==> src/rtl/multi_phase_traffic_ctrl.sv <==
// Multi-approach traffic light controller: GREEN -> YELLOW -> ALL_RED with round-robin demand service.
// Optional preemption ports and logic are built only when TRAFFIC_PREEMPT_EN is defined.
module multi_phase_traffic_ctrl #(
    parameter int unsigned N_PHASES = 4,
    parameter int unsigned G_MIN    = 5,
    parameter int unsigned G_MAX    = 20,
    parameter int unsigned Y_TIME   = 3,
    parameter int unsigned R_CLR    = 2
) (
    input  logic                          clk,
    input  logic                          rst_n,
    input  logic [N_PHASES-1:0]           has_car,
`ifdef TRAFFIC_PREEMPT_EN
    input  logic                          preempt_req,
    input  logic [$clog2(N_PHASES)-1:0]   preempt_phase,
`endif
    output logic [3*N_PHASES-1:0]         lights,
    output logic [$clog2(N_PHASES)-1:0]   cur_phase,
    output logic                          phase_start
);

    localparam int unsigned PW      = $clog2(N_PHASES);
    localparam int unsigned TMAX_GY = (G_MAX > Y_TIME) ? G_MAX : Y_TIME;
    localparam int unsigned TMAX    = (TMAX_GY > R_CLR) ? TMAX_GY : R_CLR;
    localparam int unsigned TW      = $clog2(TMAX + 1);

    localparam logic [TW-1:0] T_SAT  = TW'(TMAX);
    localparam logic [TW-1:0] T_GMIN = TW'(G_MIN - 1);
    localparam logic [TW-1:0] T_GMAX = TW'(G_MAX - 1);
    localparam logic [TW-1:0] T_YEL  = TW'(Y_TIME - 1);
    localparam logic [TW-1:0] T_RED  = TW'(R_CLR - 1);

    localparam logic [3*N_PHASES-1:0] RESET_LIGHTS = {{(N_PHASES-1){3'b100}}, 3'b001};

    typedef enum logic [1:0] {GREEN, YELLOW, ALL_RED} state_e;

    state_e                  state_q, state_d;
    logic [TW-1:0]           timer_q, timer_d;
    logic [PW-1:0]           cur_q, cur_d;
    logic [PW-1:0]           next_q, next_d;
    logic [N_PHASES-1:0]     demand_q, demand_d;
    logic [3*N_PHASES-1:0]   lights_q, lights_d;
    logic                    pstart_q, pstart_d;

    logic [N_PHASES-1:0]     cur_onehot;
    logic                    others;
    logic [PW-1:0]           rr_pick;
    logic                    rr_found;
    logic                    go;
    logic [PW-1:0]           go_pick;

    assign cur_onehot = N_PHASES'(1) << cur_q;
    assign others     = |(demand_q & ~cur_onehot);

    always_comb begin
        rr_found = 1'b0;
        rr_pick  = cur_q;
        for (int unsigned k = 1; k < N_PHASES; k++) begin
            if (!rr_found && demand_q[(32'(cur_q) + k) % N_PHASES]) begin
                rr_found = 1'b1;
                rr_pick  = PW'((32'(cur_q) + k) % N_PHASES);
            end
        end
    end

    always_comb begin
        state_d  = state_q;
        timer_d  = (timer_q == T_SAT) ? timer_q : timer_q + 1'b1;
        cur_d    = cur_q;
        next_d   = next_q;
        go       = 1'b0;
        go_pick  = rr_pick;
        // The entering phase's latch is cleared on its first green cycle; a same-cycle set loses.
        demand_d = (demand_q | has_car) &
                   ~((state_q == GREEN && timer_q == '0) ? cur_onehot : '0);

        case (state_q)
            GREEN: begin
                // ">=" keeps the G_MAX limit effective once the timer has saturated.
                go = others && (timer_q >= T_GMIN) &&
                     (!has_car[cur_q] || timer_q >= T_GMAX);
`ifdef TRAFFIC_PREEMPT_EN
                if (preempt_req) begin
                    go      = (preempt_phase != cur_q);
                    go_pick = preempt_phase;
                end
`endif
                if (go) begin
                    state_d = YELLOW;
                    timer_d = '0;
                    next_d  = go_pick;
                end
            end
            YELLOW: begin
`ifdef TRAFFIC_PREEMPT_EN
                if (preempt_req) next_d = preempt_phase;
`endif
                if (timer_q == T_YEL) begin
                    state_d = ALL_RED;
                    timer_d = '0;
                end
            end
            ALL_RED: begin
`ifdef TRAFFIC_PREEMPT_EN
                if (preempt_req) next_d = preempt_phase;
`endif
                if (timer_q == T_RED) begin
                    state_d = GREEN;
                    timer_d = '0;
                    cur_d   = next_d;
                end
            end
            default: begin
                state_d = GREEN;
                timer_d = '0;
            end
        endcase

        lights_d = '0;
        for (int unsigned i = 0; i < N_PHASES; i++) begin
            lights_d[3*i +: 3] = 3'b100;
            if (cur_d == PW'(i)) begin
                if (state_d == GREEN)       lights_d[3*i +: 3] = 3'b001;
                else if (state_d == YELLOW) lights_d[3*i +: 3] = 3'b010;
            end
        end
        pstart_d = (state_d == GREEN) && (state_q == ALL_RED);
    end

    always_ff @(posedge clk) begin
        if (!rst_n) begin
            state_q  <= GREEN;
            timer_q  <= '0;
            cur_q    <= '0;
            next_q   <= '0;
            demand_q <= '0;
            lights_q <= RESET_LIGHTS;
            pstart_q <= 1'b0;
        end else begin
            state_q  <= state_d;
            timer_q  <= timer_d;
            cur_q    <= cur_d;
            next_q   <= next_d;
            demand_q <= demand_d;
            lights_q <= lights_d;
            pstart_q <= pstart_d;
        end
    end

    assign lights      = lights_q;
    assign cur_phase   = cur_q;
    assign phase_start = pstart_q;

endmodule

==> config.mk <==
export PLATFORM = sky130hd
export DESIGN_NAME = multi_phase_traffic_ctrl
export DESIGN_NICKNAME = d
export VERILOG_FILES = /design/src/rtl/multi_phase_traffic_ctrl.sv
export SDC_FILE = /design/constraint.sdc
export NUM_CORES = 1
export LEC_CHECK = 0
export BUFFER_PORTS_ARGS = -buffer_cell sky130_fd_sc_hd__buf_2
export CORE_ASPECT_RATIO = 1.75
export CORE_MARGIN = 1
export CORE_UTILIZATION = 59
export CTS_CLUSTER_DIAMETER = 60
export DETAILED_ROUTE_END_ITERATION = 16
export PLACE_DENSITY = 0.82
export SYNTH_ARGS = -nofsm -noshare
export SYNTH_HDL_FRONTEND = slang
export SYNTH_SLANG_ARGS = --single-unit
export TNS_END_PERCENT = 5
==> constraint.sdc <==
create_clock -name clk -period 2.9 [get_ports clk]
set_input_delay 0.29 -clock clk [delete_from_list [all_inputs] [get_ports clk]]
set_output_delay 0.29 -clock clk [all_outputs]
set_load 0.02 [all_outputs]
==> flow_summary.ini, run 1 <==
[logic_synthesis]
yosysTopAreaCell = dfxtp_1
async_flop_share_pct = 0
ys_warn_count = 0
ys_types = 42
ys_seq_elements = 28
synth_top_area_share_pct = 39.7
synth_nets = 175
syn_area_um2 = 1410
synth_area_leaders = dfxtp_1, ha_1, nor2_1
yosysSeqAreaShare_pct = 39.7
synth_ff_type = dfxtp_1
synthCells = 161
syn_area_per_cell_um2 = 8.77
synth_edf_count = 0

[job]
cap_viol_max_count = 0

[clock_network]
cts.sinks = 28
root_buffer = clkbuf_8
cts_max_path_buffers = 2
cts_buffers = 3
post_cts_buffers = 0
cts_tree = done
insertion_delay_ns = 0.27
clk_pin_slew_ns = 0.08
htreeDepth = 1
hold_buffers = 0
ctsResizeCount = 0

[sta]
hold_viol_final = 0
finalWorstSetupSlack_ns = 0.611
slew-limit-headroom_pct = 60.9
period_minus_slack_ns = 2.29
post-route-period-util_pct = 78.9
rsz0062_at_grt = no
skew_ns = 0.00295
tns_ns = 0
tightest_slew_ns = 0.586
setup-violations-final = 0
fmax_mhz = 437
final_max_slew_viol_count = 0

[route]
drc = 0
drt-wirelength-per-cell_um = 14.1
wl_mm = 2.85
via_per_inst = 5.88
dr.pass1.iters = 4
via_count = 1187
antenna_left = 0
first_iter_violations = 47

[global_route]
grt_pass1_wl_mm = 4.79
grt_max_degree = 17
grt_pass1_vias = 1109
grt_overflow = 0
track_usage_pct = 25.5
antenna_found_initial = 0

[outcome]
status = completed

[placed_design]
io_buffers = 20
dpl_cell_area_um2 = 1500
dp_slack_ns = 0.641
post-dp-hpwl_mm = 2.15
finalWeightedCongestion = 0.805

[final_layout]
area_growth_pct = 8.95
num_antenna_cells = 0
final_net_count = 193
design_area_um2 = 1540
drive_gt1_share_pct = 18.1

[floorplanning]
fp.dieW_um = 39.0
dieArea_um2 = 2600
row_count = 23
core-area_um2 = 2270
io_pins = 21
initial_core_util_pct = 62.1
die_h_um = 66.7

[min_path]
hold_class = in -> reg

[power]
p_per_area_nw_per_um2 = 456
p_leak_nw = 0.638
ir_worst_vdd_v = 0.000268
finalPower_uw = 702

[setup_path]
crit_type = reg -> reg
arrival_ns = 2.44
worstSetupEndpointType = flop
start_kind = flop
critPathRequiredTime_ns = 3.05
worstPathMaxFanout = 15
[final cells by class]
type | count | area [um^2]
well taps | 25 | 31.3
clock buffers | 3 | 41.3
inverters | 12 | 45.0
repair buffers | 20 | 100
fillers | 194 | 736
multi-input cells | 114 | 759
flip-flops and latches | 28 | 561
[registers in the layout, indices dropped and copies added (netlist names)]
| name | flops |
|---|---|
| state_q | 2 |
| timer_q | 5 |
| phase_start | 1 |
| demand_q | 4 |
| cur_phase | 2 |
| lights | 12 |
| next_q | 2 |
[worst max-delay path: stages (launching register included)]
cell	delay [ns]
dfxtp_1	0.70
inv_1	0.22
ha_1	0.41
mux2_2	0.29
a221o_1	0.34
a2bb2oi_1	0.13
o31ai_1	0.08
[cell usage after synthesis, types with 2 or more instances]
cell type and n:
nand3_1 7, o21ai_0 9, buf_2 4, nand4_1 2, inv_1 12, nor2_1 23
buf_6 2, a31oi_1 3, ha_1 8, mux2i_1 3, a22oi_1 2, a21oi_1 8
nor2b_1 4, mux2_2 2, nor3_1 4, dfxtp_1 28, xnor2_1 4, nand2_1 10
o22ai_1 3
[cells by family after synthesis]
group	synth area share (%)
and+or+nand+nor	20.5
AOI/OAI and AO/OA	18.4
DFF	39.7
buffers and inverters	6.47
adders and majority gates	7.09
muxes	5.32
xor gates and xnor gates	2.48
[report_power, final]
part	total (mW)	switching, mW	leakage (nW)	internal [mW]
Clock	0.203	0.110	0.0216	0.0932
Combinational	0.0863	0.0498	0.389	0.0365
Sequential	0.413	0.0168	0.228	0.396
[stage by stage]
stage	util, %	hold slack (ns)	std cells
final	67.6	0.311	202
after global routing	67.6	0.327	202
after CTS	67.6	0.318	202
after detailed placement	65.8	0.481	199
after global placement	65.8	0.474	199
after floorplan	-	0.445	161
[metal layers]
metal	global-route usage, %	up-vias	share of wire [%]
met5	0	-	0
met4	11.2	0	2.5
met3	2.00	7	3.9
met2	46.9	37	55
met1	27.7	553	38
li1	-	590	-
[cell usage in the layout, fill, tap and decap left out, drive strengths merged, types with 2 or more instances in the layout]
| master | Yosys | layout |
|---|---|---|
| mux2i | 3 | 3 |
| nand2 | 10 | 10 |
| o22ai | 4 | 4 |
| nand4 | 2 | 2 |
| dfxtp | 28 | 28 |
| inv | 12 | 12 |
| a21oi | 9 | 9 |
| mux2 | 2 | 2 |
| o21ai | 11 | 11 |
| nor2 | 23 | 23 |
| buf | 6 | 20 |
| nor2b | 4 | 4 |
| clkbuf | 1 | 3 |
| nand3 | 7 | 7 |
| a31oi | 3 | 3 |
| xnor2 | 4 | 4 |
| a22oi | 2 | 2 |
| ha | 8 | 8 |
| nor3 | 4 | 4 |
[path summary, 6_finish.rpt]
path                                start                      to  slack, ns  depth (start not counted)
hold reg to reg    next_q[0]$_SDFFE_PN0P_  next_q[0]$_SDFFE_PN0P_       0.50                          2
setup reg to reg  cur_phase[0]$_SDFF_PN0_  next_q[1]$_SDFFE_PN0P_       0.61                          6
hold / removal                 has_car[2]  demand_q[2]$_SDFF_PN0_       0.31                          3
setup / recovery  cur_phase[0]$_SDFF_PN0_  next_q[1]$_SDFFE_PN0P_       0.61                          6
(Power assumes the default switching activity.)
==> run 2, diff against run 1 <==
Settings changed: CORE_UTILIZATION 59 to 50, PLACE_DENSITY 0.82 to 0.74.
Clock period 2.9 ns to 1.9 ns, I/O delays scaled along.
==> flow_summary.ini, run 2 (synthesis results as in run 1) <==
[final_layout]
layout.cells.most_common = dfxtp_1
final_net_count = 201
num_antenna_cells = 0
area_growth_pct = 14.7
final_util_pct = 60.2
most-common-layout-cells = dfxtp_1, nor2_1, buf_2
num-fill-cells = 255
largest_register_ff_count = 12
drive_gt1_share_pct = 23.1

[placed_design]
post-dp-hpwl_mm = 2.37
io_buffers = 20
finalWeightedCongestion = 0.838
dp_slack_ns = 0.0852

[sta]
tns_ns = 0
tightest_slew_ns = 0.433
final_max_slew_viol_count = 0
setup-violations-final = 0
post-route-period-util_pct = 94.9
slew-limit-headroom_pct = 71.1
finalWorstSetupSlack_ns = 0.0977
rsz0062_at_grt = yes
fmax_mhz = 555
skew_ns = 0.00268
hold_viol_final = 0
period_minus_slack_ns = 1.80

[route]
via_count = 1227
first_iter_violations = 50
antenna_left = 0
drc = 0
wl_mm = 3.04
drt-wirelength-per-cell_um = 14.3
via_per_inst = 5.76
dr.pass1.iters = 4

[clock_network]
hold_buffers = 0
cts_buffers = 3
htreeDepth = 1
cts_tree = done
clk_pin_slew_ns = 0.09
cts.sinks = 28
root_buffer = clkbuf_8
cts_max_path_buffers = 2
insertion_delay_ns = 0.27

[setup_path]
crit_type = reg -> reg
worstPathMaxFanout = 6
arrival_ns = 1.96
critPathRequiredTime_ns = 2.05
cp_slowest_stage_delay_ns = 0.39
worstSetupEndpointType = flop
start_kind = flop
crit_slowest_cell = dfxtp_4
path_cells = inv_1 > ha_1 > mux2_2 > a221o_1 > a2bb2oi_1 > o31ai_1
r2r_setup_slack_ns = 0.1

[global_route]
grt_pass1_vias = 1200
antenna_found_initial = 0
track_usage_pct = 21.9
grt_pass1_wl_mm = 5.13
grt_max_degree = 16
grt_overflow = 0

[floorplanning]
dieArea_um2 = 3050
initial_core_util_pct = 52.5
io_pins = 21
fp.dieW_um = 42.2
row_count = 25
core-area_um2 = 2690
die_h_um = 72.3

[job]
cap_viol_max_count = 0

[outcome]
status = completed

[power]
p_per_area_nw_per_um2 = 700
p_leak_nw = 0.687
ir_worst_vdd_v = 0.000422
finalPower_mw = 1.13

[min_path]
hold_class = in -> reg
## run 2: changes by cell type in the layout (fill, tap and decap cells not counted)
cell and change:
buf_4 +8, clkbuf_8 +1, dfxtp_4 +1, dfxtp_1 -2, dfxtp_2 +1
## run 2: critical path: cells and delay by family, from the launching register on
family	cells	cell delay, ns
multiplexers	1	0.29
buffers and inverters	1	0.06
flip-flops	1	0.39
AO/OA/AOI/OAI	3	0.59
adder cells (fa/ha/maj)	1	0.35
## run 2: routing by layer
metal,vias to the layer above,share of wire [%],global-route usage [%]
met3,7,3.2,2.49
met5,-,0,0
met2,37,56,42.2
met1,566,38,21.4
li1,617,-,-
met4,0,2.9,12.8
## run 2: where the power goes
group	switching [mW]	internal (mW)	total, mW
logic	0.0801	0.0658	0.146
registers	0.0255	0.603	0.628
clock network	0.174	0.185	0.360
## run 2: timing repair
action / CTS / global route
endpoints found under the setup margin: 0 / 10
buffers inserted: 0 / 2
gates resized for setup: 0 / 1
## run 2: path summary, 6_finish.rpt
| path | startpoint | end | depth (start not counted) |
|---|---|---|---|
| worst max-delay path | cur_phase[0]$_SDFF_PN0_ | next_q[1]$_SDFFE_PN0P_ | 6 |
| worst min-delay path | rst_n | lights[0]$_SDFF_PN1_ | 2 |
| worst max register to register | cur_phase[0]$_SDFF_PN0_ | next_q[1]$_SDFFE_PN0P_ | 6 |
| worst min register to register | next_q[0]$_SDFFE_PN0P_ | next_q[0]$_SDFFE_PN0P_ | 2 |
## run 2: final cells by class
type	count	area, um^2	area share [%]
clock buffers	4	55.1	3.40
flip-flops and latches	28	566	34.9
inverters	12	45.0	2.78
well taps	27	33.8	2.09
repair buffers	28	160	9.89
multi-input cells	114	759	46.9
## run 2: metrics by stage
step	std cells	hold slack, ns	instance area [um^2]
3_5_place_dp	207	0.462	1550
6_report	213	0.197	1620
5_1_grt	213	0.206	1620
2_1_floorplan	161	0.369	1410
3_3_place_gp	207	0.457	1550
4_1_cts	211	0.193	1600
